$ cat src/rtl/threshold_calibrator_if.sv
// Sample stream into the calibrator and the threshold bundle it drives.
// No timing of its own; pure wiring between demodulator, calibrator and tracker.
// The sample stream has no tready: the calibrator only monitors it.
interface threshold_calibrator_if #(
    parameter int AXIS_TDATA_WIDTH = 32
);
    logic                        S_AXIS_tvalid;
    logic [AXIS_TDATA_WIDTH-1:0] S_AXIS_tdata;
    logic [AXIS_TDATA_WIDTH-1:0] FC_lower_treshold;
    logic [AXIS_TDATA_WIDTH-1:0] FC_upper_treshold;
    logic                        FC_valid;

    // Sample source / threshold consumer side.
    modport master (
        output S_AXIS_tvalid,
        output S_AXIS_tdata,
        input  FC_lower_treshold,
        input  FC_upper_treshold,
        input  FC_valid
    );

    // Calibrator side.
    modport slave (
        input  S_AXIS_tvalid,
        input  S_AXIS_tdata,
        output FC_lower_treshold,
        output FC_upper_treshold,
        output FC_valid
    );
endinterface

$ cat src/rtl/threshold_calibrator.sv
// Measures signed min/max over 2^WINDOW_LOG2 samples and writes a hysteresis band around the midpoint.
// Thresholds update 2 edges after the edge accepting the last window sample.
// No backpressure: samples are observed only; tvalid low simply stalls the window.
module threshold_calibrator #(
    parameter int AXIS_TDATA_WIDTH = 32,
    parameter int WINDOW_LOG2      = 10,
    parameter int HYST_SHIFT       = 2
) (
    input  logic                        SYS_aclk,
    input  logic                        SYS_reset,
    input  logic                        CFG_start,
    input  logic                        CFG_auto,
    input  logic [AXIS_TDATA_WIDTH-1:0] CFG_min_span,
    output logic                        STAT_done,
    output logic                        STAT_busy,
    output logic                        STAT_error,
    threshold_calibrator_if.slave       tc
);
    localparam int W = AXIS_TDATA_WIDTH;

    typedef enum logic [2:0] {
        S_IDLE,
        S_ACQUIRE,
        S_COMPUTE,
        S_APPLY,
        S_REJECT
    } state_t;

    state_t state, next_state;

    logic [WINDOW_LOG2-1:0] cnt;
    logic signed [W-1:0]    min_q, max_q;
    logic [W-1:0]           lower_stg, upper_stg;

    logic                   sample_acc;
    logic                   last_sample;

    // One extra bit so span and sum of two extreme samples cannot overflow.
    logic signed [W:0]      max_x, min_x, sum;
    logic [W:0]             span;
    logic signed [W-1:0]    mid;
    logic [W-1:0]           delta;
    logic                   reject;

    assign sample_acc  = (state == S_ACQUIRE) && tc.S_AXIS_tvalid;
    assign last_sample = sample_acc && (cnt == '1);

    // Band arithmetic on the captured extremes; mid/delta always fit in W bits.
    always_comb begin
        max_x  = {max_q[W-1], max_q};
        min_x  = {min_q[W-1], min_q};
        span   = max_x - min_x;
        sum    = max_x + min_x;
        mid    = W'(sum >>> 1);
        delta  = W'(span >> HYST_SHIFT);
        reject = span < {1'b0, CFG_min_span};
    end

    // State register.
    always_ff @(posedge SYS_aclk) begin
        if (SYS_reset) state <= S_IDLE;
        else           state <= next_state;
    end

    // Next-state logic and busy indication.
    always_comb begin
        next_state = state;
        STAT_busy  = 1'b0;
        case (state)
            S_IDLE: begin
                if (CFG_start) next_state = S_ACQUIRE;
            end
            S_ACQUIRE: begin
                STAT_busy = 1'b1;
                if (last_sample) next_state = S_COMPUTE;
            end
            S_COMPUTE: begin
                STAT_busy  = 1'b1;
                next_state = reject ? S_REJECT : S_APPLY;
            end
            S_APPLY: begin
                STAT_busy  = 1'b1;
                next_state = CFG_auto ? S_ACQUIRE : S_IDLE;
            end
            S_REJECT: begin
                next_state = CFG_auto ? S_ACQUIRE : S_IDLE;
            end
            default: next_state = S_IDLE;
        endcase
    end

    // Window accumulation, band staging and registered outputs.
    always_ff @(posedge SYS_aclk) begin
        if (SYS_reset) begin
            cnt                  <= '0;
            min_q                <= '0;
            max_q                <= '0;
            lower_stg            <= '0;
            upper_stg            <= '0;
            tc.FC_lower_treshold <= '0;
            tc.FC_upper_treshold <= '0;
            tc.FC_valid          <= 1'b0;
            STAT_done            <= 1'b0;
            STAT_error           <= 1'b0;
        end else begin
            STAT_done <= 1'b0;

            if (state == S_IDLE && CFG_start) begin
                cnt        <= '0;
                STAT_error <= 1'b0;
            end

            // First sample of a window seeds both extremes.
            if (sample_acc) begin
                cnt <= cnt + 1'b1;
                if (cnt == '0) begin
                    min_q <= tc.S_AXIS_tdata;
                    max_q <= tc.S_AXIS_tdata;
                end else begin
                    if ($signed(tc.S_AXIS_tdata) < min_q) min_q <= tc.S_AXIS_tdata;
                    if ($signed(tc.S_AXIS_tdata) > max_q) max_q <= tc.S_AXIS_tdata;
                end
            end

            // Staging keeps both thresholds landing on the same edge.
            if (state == S_COMPUTE) begin
                lower_stg <= mid - delta;
                upper_stg <= mid + delta;
            end

            if (state == S_APPLY) begin
                tc.FC_lower_treshold <= lower_stg;
                tc.FC_upper_treshold <= upper_stg;
                tc.FC_valid          <= 1'b1;
                STAT_done            <= 1'b1;
            end

            if (state == S_REJECT) begin
                STAT_error <= 1'b1;
                STAT_done  <= 1'b1;
            end

            if ((state == S_APPLY || state == S_REJECT) && CFG_auto) begin
                cnt <= '0;
            end
        end
    end
endmodule
$ cat src/flat_wrapper.sv
// flat-port wrapper written by rule: the top's interface ports become plain ports
module threshold_calibrator_flat 
#(
    parameter int AXIS_TDATA_WIDTH = 32,
    parameter int WINDOW_LOG2      = 10,
    parameter int HYST_SHIFT       = 2
)
  (SYS_aclk, SYS_reset, CFG_start, CFG_auto, CFG_min_span, STAT_done, STAT_busy, STAT_error, tc_S_AXIS_tvalid, tc_S_AXIS_tdata, tc_FC_lower_treshold, tc_FC_upper_treshold, tc_FC_valid);
  threshold_calibrator_if #(.AXIS_TDATA_WIDTH(AXIS_TDATA_WIDTH)) tc_i ();
  input  logic SYS_aclk;
  input  logic SYS_reset;
  input  logic CFG_start;
  input  logic CFG_auto;
  input  logic [AXIS_TDATA_WIDTH-1:0] CFG_min_span;
  output logic STAT_done;
  output logic STAT_busy;
  output logic STAT_error;
  input wire logic [$bits(tc_i.S_AXIS_tvalid)-1:0] tc_S_AXIS_tvalid;
  input wire logic [$bits(tc_i.S_AXIS_tdata)-1:0] tc_S_AXIS_tdata;
  output wire logic [$bits(tc_i.FC_lower_treshold)-1:0] tc_FC_lower_treshold;
  output wire logic [$bits(tc_i.FC_upper_treshold)-1:0] tc_FC_upper_treshold;
  output wire logic [$bits(tc_i.FC_valid)-1:0] tc_FC_valid;
  assign tc_i.S_AXIS_tvalid = tc_S_AXIS_tvalid;
  assign tc_i.S_AXIS_tdata = tc_S_AXIS_tdata;
  assign tc_FC_lower_treshold = tc_i.FC_lower_treshold;
  assign tc_FC_upper_treshold = tc_i.FC_upper_treshold;
  assign tc_FC_valid = tc_i.FC_valid;
  threshold_calibrator #(.AXIS_TDATA_WIDTH(AXIS_TDATA_WIDTH), .WINDOW_LOG2(WINDOW_LOG2), .HYST_SHIFT(HYST_SHIFT)) u_core (.SYS_aclk(SYS_aclk), .SYS_reset(SYS_reset), .CFG_start(CFG_start), .CFG_auto(CFG_auto), .CFG_min_span(CFG_min_span), .STAT_done(STAT_done), .STAT_busy(STAT_busy), .STAT_error(STAT_error), .tc(tc_i));
endmodule
$ cat config.mk
export PLATFORM = sky130hd
export DESIGN_NAME = threshold_calibrator_flat
export DESIGN_NICKNAME = d
export VERILOG_FILES = /design/src/rtl/threshold_calibrator_if.sv /design/src/rtl/threshold_calibrator.sv /design/src/flat_wrapper.sv
export SDC_FILE = /design/constraint.sdc
export NUM_CORES = 1
export LEC_CHECK = 0
export CAP_MARGIN = 20
export CORE_AREA = 2 2 168 252
export CTS_CLUSTER_DIAMETER = 100
export CTS_CLUSTER_SIZE = 14
export DETAILED_ROUTE_END_ITERATION = 8
export DIE_AREA = 0 0 170 254
export GPL_TIMING_DRIVEN = 0
export HOLD_SLACK_MARGIN = 0.05
export SETUP_SLACK_MARGIN = 0.1
export SLEW_MARGIN = 40
export SYNTH_ARGS = -nofsm -noshare
export SYNTH_HDL_FRONTEND = slang
export SYNTH_SLANG_ARGS = --single-unit
$ cat constraint.sdc
create_clock -name SYS_aclk -period 11.5 [get_ports SYS_aclk]
set_input_delay 1.15 -clock SYS_aclk [delete_from_list [all_inputs] [get_ports SYS_aclk]]
set_output_delay 1.15 -clock SYS_aclk [all_outputs]
set_load 0.02 [all_outputs]
==> results.cfg, run 1 <==
[global_route]
grt_start_max_net_pins = 15
grt_antenna_before_repair = 0
global_route.overflow_total = 0
vias_in_the_first_global_route = 14200
grt_pass1_wl_um = 74000
grtUsageTotal_pct = 21.4

[routing]
route.antenna.remaining_nets = 0
postRouteWirelength_um = 46600
vias = 14400
drcViolationCount = 0
detail_route.iter0.violations = 685
drtPass1Iterations = 5
vias_per_cell = 5.26
detail_routed_net_length_per_standard_cell_um = 17.0

[logic_synthesis]
yosys_warnings = 0
netlist-cell-type-count = 92
ys_seq_area_share_pct = 25.4
synth_seq_cells = 206
synth-edff-count = 0
synth_async_sr_flop_share_pct = 0
synth_cells = 2074
synth.cell_area_um2 = 16200
syn_area_per_cell_um2 = 7.81
ys.flop_type = dfxtp_1
mappedNetlistNets = 2369

[sta]
max_slew.worst_pin.slew_ns = 0.821
max_clk_rate_mhz = 166
finalHoldViolations = 0
slew_violations = 0
setup_tns_ns = 0
setup_viol = 0
worst_slew_margin_rel_pct = 45.3
rsz0062_at_grt = no
period_share_pct = 52.3
clock-skew-final_ns = 0.0210
fin_crit_ns = 6.01

[final_layout]
area_growth_pct = 15.5
mostFrequentLayoutCell = nand2_1
leading_cell_types_in_the_layout_fill_and_taps_excluded = 237 x nand2_1, 223 x a21oi_1, 222 x ha_1
final_nets = 2526
layout.cells.non_filler = 2742
ant_diodes = 0
layout.cell_area.non_filler_um2 = 18700
post-route-util_pct = 45.7
final_layout_size_suffix_gt1_share_pct = 4.98

[power_and_ir_drop]
max_rail_drop_vdd_uv = 84.8
fin_total_pwr_mw = 2.72
leakagePower_nw = 7.70
power_per_standard_cell_area_nw_per_um2 = 145

[critical_path]
worst_setup_path_startpoint = u_core.max_q[0]$_SDFFE_PP0P_
path_class = reg -> reg
worstPathMaxFanout = 10
r2r_setup_slack_ns = 5.49
crit_path_end_kind = register
reg2reg_to = u_core.lower_stg[31]$_SDFFE_PP0P_
worst_setup_path_start_kind = register
arrival_ns = 6.43
crit_required_ns = 11.92
reg2reg_depth = 22
worstReg2RegStart = u_core.max_q[0]$_SDFFE_PP0P_

[min_path]
hold-path-cell-count = 2
hold_path_startpoint = u_core.lower_stg[5]$_SDFFE_PP0P_
hold-path-endpoint = u_core.tc.FC_lower_treshold[5]$_SDFFE_PP0P_
min_path_type = reg -> reg

[status]
run_status = finished, final reports clean

[placement]
dp_hpwl_um = 39200
post-place-cells = 2721
place_congestion = 0.903
portBuffers = 136
detailed_place.area_um2 = 18200

[die]
dieWidth_um = 170
io_count = 137
core-area_um2 = 41000
fp.dieH_um = 254
initial_core_util_pct = 39.5
floorplan.die_area_um2 = 43200
rows = 91

[cts]
insertion_delay_ns = 0.52
h_tree_level_count = 1
cts_buffers = 19
cts-root-to-sink-buffers = 3
cts_repair_resize_count = 0
cts_setup_buffers = 0
ctsRootBufferMaster = clkbuf_16
tritoncts = yes
hold_buffers = 0
clock-sinks = 206
cts.reportedPaths.clkPinSlew_ns = 0.07

[flow_run]
maxCapViolCount = 0
-- worst max-delay path by stage --
stage	to	cells past startpoint
final	u_core.lower_stg[31]$_SDFFE_PP0P_	22
after global routing	u_core.lower_stg[31]$_SDFFE_PP0P_	22
after CTS	u_core.lower_stg[31]$_SDFFE_PP0P_	22
after detailed placement	u_core.lower_stg[31]$_SDFFE_PP0P_	22
after global placement	u_core.lower_stg[31]$_SDFFE_PP0P_	22
after floorplan	u_core.lower_stg[31]$_SDFFE_PP0P_	22
-- flip-flops by register name, summed over array words and instances (netlist names) --
signal / cells
u_core.STAT_error: 1
u_core.tc.FC_lower_treshold: 31
u_core.max_q: 32
u_core.tc.FC_upper_treshold: 32
u_core.upper_stg: 32
u_core.cnt: 10
u_core.min_q: 32
u_core.state: 3
u_core.tc.FC_valid: 1
u_core.lower_stg: 31
u_core.STAT_done: 1
-- through the flow --
stage | hold WS, ns | worst slack [ns]
after floorplan | 0.432 | 6.60
after global placement | 0.446 | 5.63
after global routing | 0.464 | 5.21
after detailed placement | 0.447 | 5.55
final | 0.451 | 5.49
after CTS | 0.446 | 5.51
-- final cells by class --
class                           count  area [um2]
Buffer                            101         477
Tap cell                          511         639
Timing Repair Buffer              136        1360
Fill cell                        4149       22300
Clock inverter                      2        20.0
Multi-Input combinational cell   1589       11000
Clock buffer                       19         475
Inverter                          178         668
Sequential cell                   206        4120
-- routing by layer --
layer / GRT usage (%) / vias to the layer above / wire, um
met5: 0 / - / 0
met4: 8.33 / 0 / 1760
met3: 1.73 / 71 / 1270
met2: 41.0 / 261 / 24100
met1: 24.3 / 6641 / 19400
li1: - / 7438 / -
-- logic make-up (layout without fill, tap and decap cells) --
| family | after synthesis | in the layout | synth area share, % |
|---|---|---|---|
| AND/OR/NAND/NOR | 660 | 660 | 18.6 |
| flip-flops | 206 | 206 | 25.4 |
| adder cells (fa/ha/maj) | 226 | 226 | 17.6 |
| AO/OA/AOI/OAI | 524 | 524 | 21.0 |
| multiplexers | 72 | 72 | 4.51 |
| buffers and inverters | 279 | 436 | 7.05 |
| XOR/XNOR | 107 | 107 | 5.78 |
-- Yosys cell counts (6+ instances only) --
cell type,instances,area [um2]
inv_1,168,631
and3_1,14,87.6
nand2b_1,24,150
nor3_1,45,225
ha_1,222,2780
a211o_1,6,52.6
o21a_1,16,120
or4_1,6,45.0
nor2_1,212,796
xor2_1,21,184
dfxtp_1,206,4120
a21oi_1,223,1120
buf_1,6,22.5
a211oi_1,37,278
mux2i_1,67,671
a311oi_1,8,70.1
a31oi_1,7,43.8
nand4_1,21,131
o31ai_1,10,75.1
buf_4,12,90.1
clkbuf_1,63,236
o211ai_1,14,105
or3_1,11,68.8
or2_2,8,50.1
nor2b_1,22,138
buf_2,16,80.1
inv_2,9,33.8
o21ai_0,54,270
nand3b_1,7,52.6
xnor2_1,86,753
o21ai_1,13,65.1
o21bai_1,25,188
nand2_1,237,890
nor4_1,7,43.8
a21o_1,50,375
nand3_1,25,125
-- worst max-delay path, cell delays in order, from the launching register on --
cell	delay, ns
dfxtp_1	0.42
inv_1	0.07
ha_1	0.22
fa_1	0.40
and2b_1	0.23
o21ai_2	0.06
a21boi_2	0.21
o31ai_2	0.14
a2111oi_4	0.45
o211ai_2	0.18
a31oi_4	0.35
a21oi_2	0.14
o21a_1	0.22
a311oi_1	0.54
ha_1	0.34
clkbuf_1	0.23
or4_1	0.55
o22ai_1	0.12
a31oi_1	0.09
a211oi_1	0.36
o22ai_1	0.15
and3_1	0.20
nor4_1	0.22
-- report_power, final --
| group | switching, mW | internal [mW] | leakage, nW |
|---|---|---|---|
| registers | 0.0152 | 0.727 | 1.67 |
| clock network | 0.280 | 0.296 | 0.245 |
| logic | 0.843 | 0.562 | 5.79 |
Note: power is estimated with default switching activity, not from simulation.
==> inputs of run 2 (changes only) <==
==> constraint.sdc (replaced) <==
create_clock -name SYS_aclk -period 4.9 [get_ports SYS_aclk]
set_input_delay 0.49 -clock SYS_aclk [delete_from_list [all_inputs] [get_ports SYS_aclk]]
set_output_delay 0.49 -clock SYS_aclk [all_outputs]
set_load 0.02 [all_outputs]
==> run 2 against run 1 <==
Against the previous run:
- the run now ends with setup timing left
- clock skew up 0.0046 ns
- utilization up 3.3 points
- die area did not move
- sequential power rose by 130%
- setup slack worse by 5.7 ns
- maximum frequency rose by 18%
- critical path type unchanged
==> results.cfg, run 2 (same netlist as run 1, synthesis figures left out) <==
[status]
run_status = finished, violations left
failing_checks = setup timing

[cts]
cts-root-to-sink-buffers = 3
ctsRootBufferMaster = clkbuf_16
cts_buffers = 19
insertion_delay_ns = 0.53
tritoncts = yes
cts.reportedPaths.clkPinSlew_ns = 0.07
clock-sinks = 206
h_tree_level_count = 1

[critical_path]
worst_setup_path_start_kind = register
critPathMaxStageDelay_ns = 0.51
crit_path_end_kind = register
r2r_setup_slack_ns = -0.20
path_class = reg -> reg
timing.critical_path.slowest_stage_cell = a2111oi_4
crit_required_ns = 5.30
worstPathMaxFanout = 4
arrival_ns = 5.50
timing.critical_path.cells = inv_2 -> ha_4 -> fa_2 -> and2b_1 -> o21ai_2 -> a21boi_2 -> o31ai_4 -> a2111oi_4 -> o211ai_2 -> a31oi_4 -> a21oi_4 -> o21a_1 -> a311oi_4 -> ha_1 -> clkbuf_8 -> or4_4 -> o22ai_2 -> a31oi_2 -> a211oi_2 -> nor2_1 -> xor2_1 -> a22o_1

[die]
dieWidth_um = 170
fp.dieH_um = 254
io_count = 137
initial_core_util_pct = 39.5
floorplan.die_area_um2 = 43200
core-area_um2 = 41000
rows = 91

[flow_run]
maxCapViolCount = 0

[placement]
dp_hpwl_um = 39100
portBuffers = 136
detailedPlace.worstSlack_ns = -0.839
place_congestion = 0.891

[routing]
vias = 14800
detail_route.iter0.violations = 771
detail_routed_net_length_per_standard_cell_um = 17.3
drtPass1Iterations = 5
route.antenna.remaining_nets = 0
postRouteWirelength_um = 48300
drcViolationCount = 0
vias_per_cell = 5.29

[power_and_ir_drop]
max_rail_drop_vdd_uv = 249
power_per_standard_cell_area_nw_per_um2 = 359
p_int_mw = 4.20
net-switching-power_mw = 2.99
clock_power_share_pct = 19.8
leakagePower_nw = 8.23
sequentialPowerShare_pct = 24.2
power.share.combinational_pct = 56.0
power.share.switching_pct = 41.6
fin_total_pwr_mw = 7.20

[final_layout]
final_layout_size_suffix_gt1_share_pct = 12.8
leading_cell_types_in_the_layout_fill_and_taps_excluded = 234 x nand2_1, 212 x nor2_1, 212 x ha_1
final_nets = 2577
final.fill_count = 4093
area_growth_pct = 23.7
ant_diodes = 0
mostFrequentLayoutCell = nand2_1

[sta]
slew_violations = 0
worst_hold_slack_ns = 0.437
setup_viol = 10
setup_slack_ns = -0.204
period_share_pct = 104
fin_crit_ns = 5.10
worst_slew_margin_rel_pct = 40.2
max_slew.worst_pin.slew_ns = 0.890
rsz0062_at_grt = yes
finalHoldViolations = 0
max_clk_rate_mhz = 196
clock-skew-final_ns = 0.0256

[global_route]
vias_in_the_first_global_route = 14800
grt_antenna_before_repair = 0
grt_pass1_wl_um = 76000
global_route.overflow_total = 0
grt_start_max_net_pins = 15
grtUsageTotal_pct = 21.9

[min_path]
min_path_type = reg -> reg
==> run 2: changes by cell type in the layout (fill, tap and decap cells not counted), moves of 8 or more <==
cell     change
ha_1        -10
xnor2_2     +10
nor3_1      -10
dfxtp_1      -8
a21oi_1     -28
xnor2_1     -11
a21oi_2     +23
buf_6        +8
buf_4       +48
==> run 2: power by group through the flow <==
stage	registers [mW]	clock network (mW)	logic [mW]
2_1_floorplan	1.77	0	2.50
3_3_place_gp	1.78	0	3.24
3_5_place_dp	1.78	0	3.29
4_1_cts	1.74	1.46	3.68
5_1_grt	1.75	1.51	4.41
6_report	1.74	1.43	4.03
==> run 2: final timing paths <==
kind / startpoint / depth (start not counted) / end
setup / recovery: u_core.max_q[0]$_SDFFE_PP0P_ / 22 / u_core.lower_stg[29]$_SDFFE_PP0P_
hold reg to reg: u_core.lower_stg[4]$_SDFFE_PP0P_ / 2 / u_core.tc.FC_lower_treshold[4]$_SDFFE_PP0P_
hold / removal: u_core.lower_stg[4]$_SDFFE_PP0P_ / 2 / u_core.tc.FC_lower_treshold[4]$_SDFFE_PP0P_
setup reg to reg: u_core.max_q[0]$_SDFFE_PP0P_ / 22 / u_core.lower_stg[29]$_SDFFE_PP0P_
==> run 2: per-layer routing <==
metal  track usage [%]  share of wire [%]
met5                 0                  0
met4              9.33                4.6
met1              24.4                 41
met3              1.62                2.6
met2              42.3                 52
==> run 2: repair_timing <==
item / 4_1_cts / 5_1_grt
setup endpoints to repair: 30 / 32
pin swaps: 78 / 70
hold buffers: 0 / 0
gates resized for setup: 100 / 84
buffers inserted: 30 / 23
==> run 2: worst max-delay path, delay by kind of cell, from the launching register on <==
family          cells  cell delay, ns
xor+xnor            1            0.17
flops               1            0.36
simple gates        3            0.80
compound gates     13            2.67
fa+ha+maj           3            0.77
buf+inv             2            0.19
==> run 2: layout make-up <==
class	count	area, um2	area share [%]
Clock buffer	20	489	2.44
Tap cell	511	639	3.19
Buffer	99	514	2.56
Timing Repair Buffer	189	1770	8.85
Sequential cell	206	4140	20.7
Clock inverter	3	55.1	0.275
Inverter	178	676	3.37
Multi-Input combinational cell	1589	11800	58.7
==> run 2: metrics by stage <==
stage | instance area, um2 | util, % | setup TNS [ns] | instances
finish | 20100 | 48.9 | -1.21 | 2795
global route | 20100 | 48.9 | -4.28 | 2795
CTS | 19500 | 47.6 | -0.454 | 2772
global placement | 18200 | 44.5 | -11.25 | 2721
floorplan | 16200 | - | 0 | 2074
detailed placement | 18300 | 44.5 | -12.07 | 2721
==> inputs of run 3 (changes only) <==
--- a/config.mk
+++ b/config.mk
@@ -8,7 +8,6 @@
 export CAP_MARGIN = 20
 export CORE_AREA = 2 2 168 252
 export CTS_CLUSTER_DIAMETER = 100
-export CTS_CLUSTER_SIZE = 14
 export DETAILED_ROUTE_END_ITERATION = 8
 export DIE_AREA = 0 0 170 254
 export GPL_TIMING_DRIVEN = 0
@@ -18,3 +17,4 @@
 export SYNTH_ARGS = -nofsm -noshare
 export SYNTH_HDL_FRONTEND = slang
 export SYNTH_SLANG_ARGS = --single-unit
+export TNS_END_PERCENT = 10
==> constraint.sdc (replaced) <==
create_clock -name SYS_aclk -period 4.9 [get_ports SYS_aclk]
set_input_delay 0.735 -clock SYS_aclk [delete_from_list [all_inputs] [get_ports SYS_aclk]]
set_output_delay 0.735 -clock SYS_aclk [all_outputs]
set_load 0.02 [all_outputs]
==> run 3 against run 2 <==
Against the previous run:
- the flow still finishes with violations (setup timing)
- sequential power about the same
- worst hold slack improved by 0.013 ns
- clock power up 9.8%
- die area unchanged
- wire length fell by 1.7%
- final cell count fell by 1.0%
- sequential share of layout area is 0.55 points higher
- setup slack better by 0.0078 ns
- critical endpoint unchanged
- largest power group unchanged
==> results.cfg, run 3 (same netlist as run 1, synthesis figures left out) <==
[cts]
cts.reportedPaths.clkPinSlew_ns = 0.06
clock-sinks = 206
cts-root-to-sink-buffers = 3
hold_buffers = 0
insertion_delay_ns = 0.52
cts_buffers = 21
ctsRootBufferMaster = clkbuf_16
h_tree_level_count = 1
tritoncts = yes

[final_layout]
mostFrequentLayoutCell = nand2_1
final_layout_size_suffix_gt1_share_pct = 9.62
final_nets = 2542
area_growth_pct = 20.4
ant_diodes = 0
sequential_cell_area_um2 = 4140
area_taken_by_multi_input_logic_gates_um2 = 11500
final.fill_count = 4140
leading_cell_types_in_the_layout_fill_and_taps_excluded = 235 x nand2_1, 216 x ha_1, 212 x a21oi_1, 212 x nor2_1, 201 x dfxtp_1

[sta]
clock-skew-final_ns = 0.0143
fin_crit_ns = 5.10
finalHoldViolations = 0
rsz0062_at_grt = yes
slew_violations = 0
worst_slew_margin_rel_pct = 44.4
max_slew.worst_pin.slew_ns = 0.828
period_share_pct = 104
setup_slack_ns = -0.196
setup_viol = 13
max_clk_rate_mhz = 196

[status]
failing_checks = setup timing
run_status = finished, violations left

[power_and_ir_drop]
power.share.switching_pct = 41.2
leakagePower_nw = 7.96
sequentialPowerShare_pct = 25.1
p_int_mw = 4.09
fin_total_pwr_mw = 6.96
net-switching-power_mw = 2.87
power.share.combinational_pct = 52.3
clock_power_share_pct = 22.6
power_per_standard_cell_area_nw_per_um2 = 357
max_rail_drop_vdd_uv = 227

[critical_path]
worst_setup_path_startpoint = u_core.max_q[0]$_SDFFE_PP0P_
reg2reg_to = u_core.lower_stg[29]$_SDFFE_PP0P_
setup.worst_path.end = u_core.lower_stg[29]$_SDFFE_PP0P_
arrival_ns = 5.51
crit_path_end_kind = register
path_class = reg -> reg
reg2reg_depth = 22
crit_required_ns = 5.31
worstReg2RegStart = u_core.max_q[0]$_SDFFE_PP0P_
worst_setup_path_start_kind = register
worstPathMaxFanout = 4
r2r_setup_slack_ns = -0.20

[die]
core-area_um2 = 41000
rows = 91
dieWidth_um = 170
floorplan.die_area_um2 = 43200
io_count = 137
initial_core_util_pct = 39.5
fp.dieH_um = 254

[placement]
dp_hpwl_um = 39100
place_congestion = 0.891
detailedPlace.worstSlack_ns = -0.839
portBuffers = 136

[global_route]
grt_pass1_wl_um = 74700
grt_antenna_before_repair = 0
global_route.overflow_total = 0
grt_start_max_net_pins = 15
grtUsageTotal_pct = 21.6
vias_in_the_first_global_route = 14600

[routing]
vias = 14600
drcViolationCount = 0
drtPass1Iterations = 6
vias_per_cell = 5.27
postRouteWirelength_um = 47500
route.antenna.remaining_nets = 0
detail_route.iter0.violations = 826
detail_routed_net_length_per_standard_cell_um = 17.1

[min_path]
min_path_type = reg -> reg
hold_path_startpoint = u_core.lower_stg[4]$_SDFFE_PP0P_

[flow_run]
maxCapViolCount = 0
run 3: cell count changes in the layout (fill, tap and decap cells not counted), sizes merged:
| cell | delta |
|---|---|
| buf | -35 |
| clkbuf | +6 |
| clkinv | +1 |
run 3: power groups by stage:
| stage | logic, mW | registers [mW] | clock network, mW |
|---|---|---|---|
| final | 3.64 | 1.74 | 1.57 |
| after global routing | 4.01 | 1.75 | 1.67 |
| after CTS | 3.52 | 1.74 | 1.61 |
| after detailed placement | 3.29 | 1.78 | 0 |
| after global placement | 3.24 | 1.78 | 0 |
| after floorplan | 2.50 | 1.77 | 0 |
run 3: metal layers:
layer / vias to the layer above / global-route usage (%) / routed length (um)
li1: 7473 / - / -
met1: 6738 / 24.1 / 19500
met2: 275 / 41.5 / 24400
met3: 85 / 1.76 / 1350
met4: 0 / 9.45 / 2200
met5: - / 0 / 0
run 3: worst min path at each step:
stage                                                         to  slack (ns)  depth (start not counted)
CTS                  u_core.tc.FC_lower_treshold[3]$_SDFFE_PP0P_        0.45                          2
global placement     u_core.tc.FC_lower_treshold[4]$_SDFFE_PP0P_        0.44                          2
floorplan           u_core.tc.FC_upper_treshold[29]$_SDFFE_PP0P_        0.43                          2
global route         u_core.tc.FC_lower_treshold[3]$_SDFFE_PP0P_        0.47                          2
detailed placement   u_core.tc.FC_lower_treshold[4]$_SDFFE_PP0P_        0.45                          2
finish               u_core.tc.FC_lower_treshold[4]$_SDFFE_PP0P_        0.45                          2
run 3: metrics by stage:
stage	cell area [um2]	std cells	TNS [ns]	util, %	hold WS [ns]
floorplan	16200	2074	0	-	0.432
global placement	18200	2721	-11.25	44.5	0.439
detailed placement	18300	2721	-12.07	44.5	0.447
CTS	19300	2763	-1.37	47.1	0.450
global route	19500	2767	-5.41	47.6	0.466
finish	19500	2767	-1.49	47.6	0.450
run 3: critical path, cell delays in order, from the launching register on:
cell       delay [ns]
dfxtp_4          0.36
inv_2            0.04
ha_4             0.15
fa_2             0.33
and2b_1          0.21
o21ai_2          0.07
a21boi_2         0.22
o31ai_4          0.10
a2111oi_4        0.45
o211ai_2         0.19
a31oi_4          0.30
a21oi_4          0.11
o21a_1           0.25
a311oi_4         0.31
ha_1             0.30
clkbuf_8         0.14
or4_4            0.47
o22ai_2          0.11
a31oi_2          0.07
a211oi_2         0.32
nor2_1           0.09
xor2_1           0.16
a22o_1           0.21
run 3: repair_timing:
action	4_1_cts	5_1_grt
gates resized for setup	68	40
buffers inserted	11	4
hold endpoints to repair	0	0
setup endpoints to repair	30	34
pin swaps	31	19
run 3: layout make-up:
| cell class | instances | share of cell area (%) |
|---|---|---|
| Multi-Input combinational cell | 1589 | 58.7 |
| Sequential cell | 206 | 21.2 |
| Timing Repair Buffer | 151 | 7.59 |
| Inverter | 178 | 3.42 |
| Tap cell | 511 | 3.28 |
| Clock buffer | 28 | 2.98 |
| Buffer | 100 | 2.51 |
| Clock inverter | 4 | 0.320 |
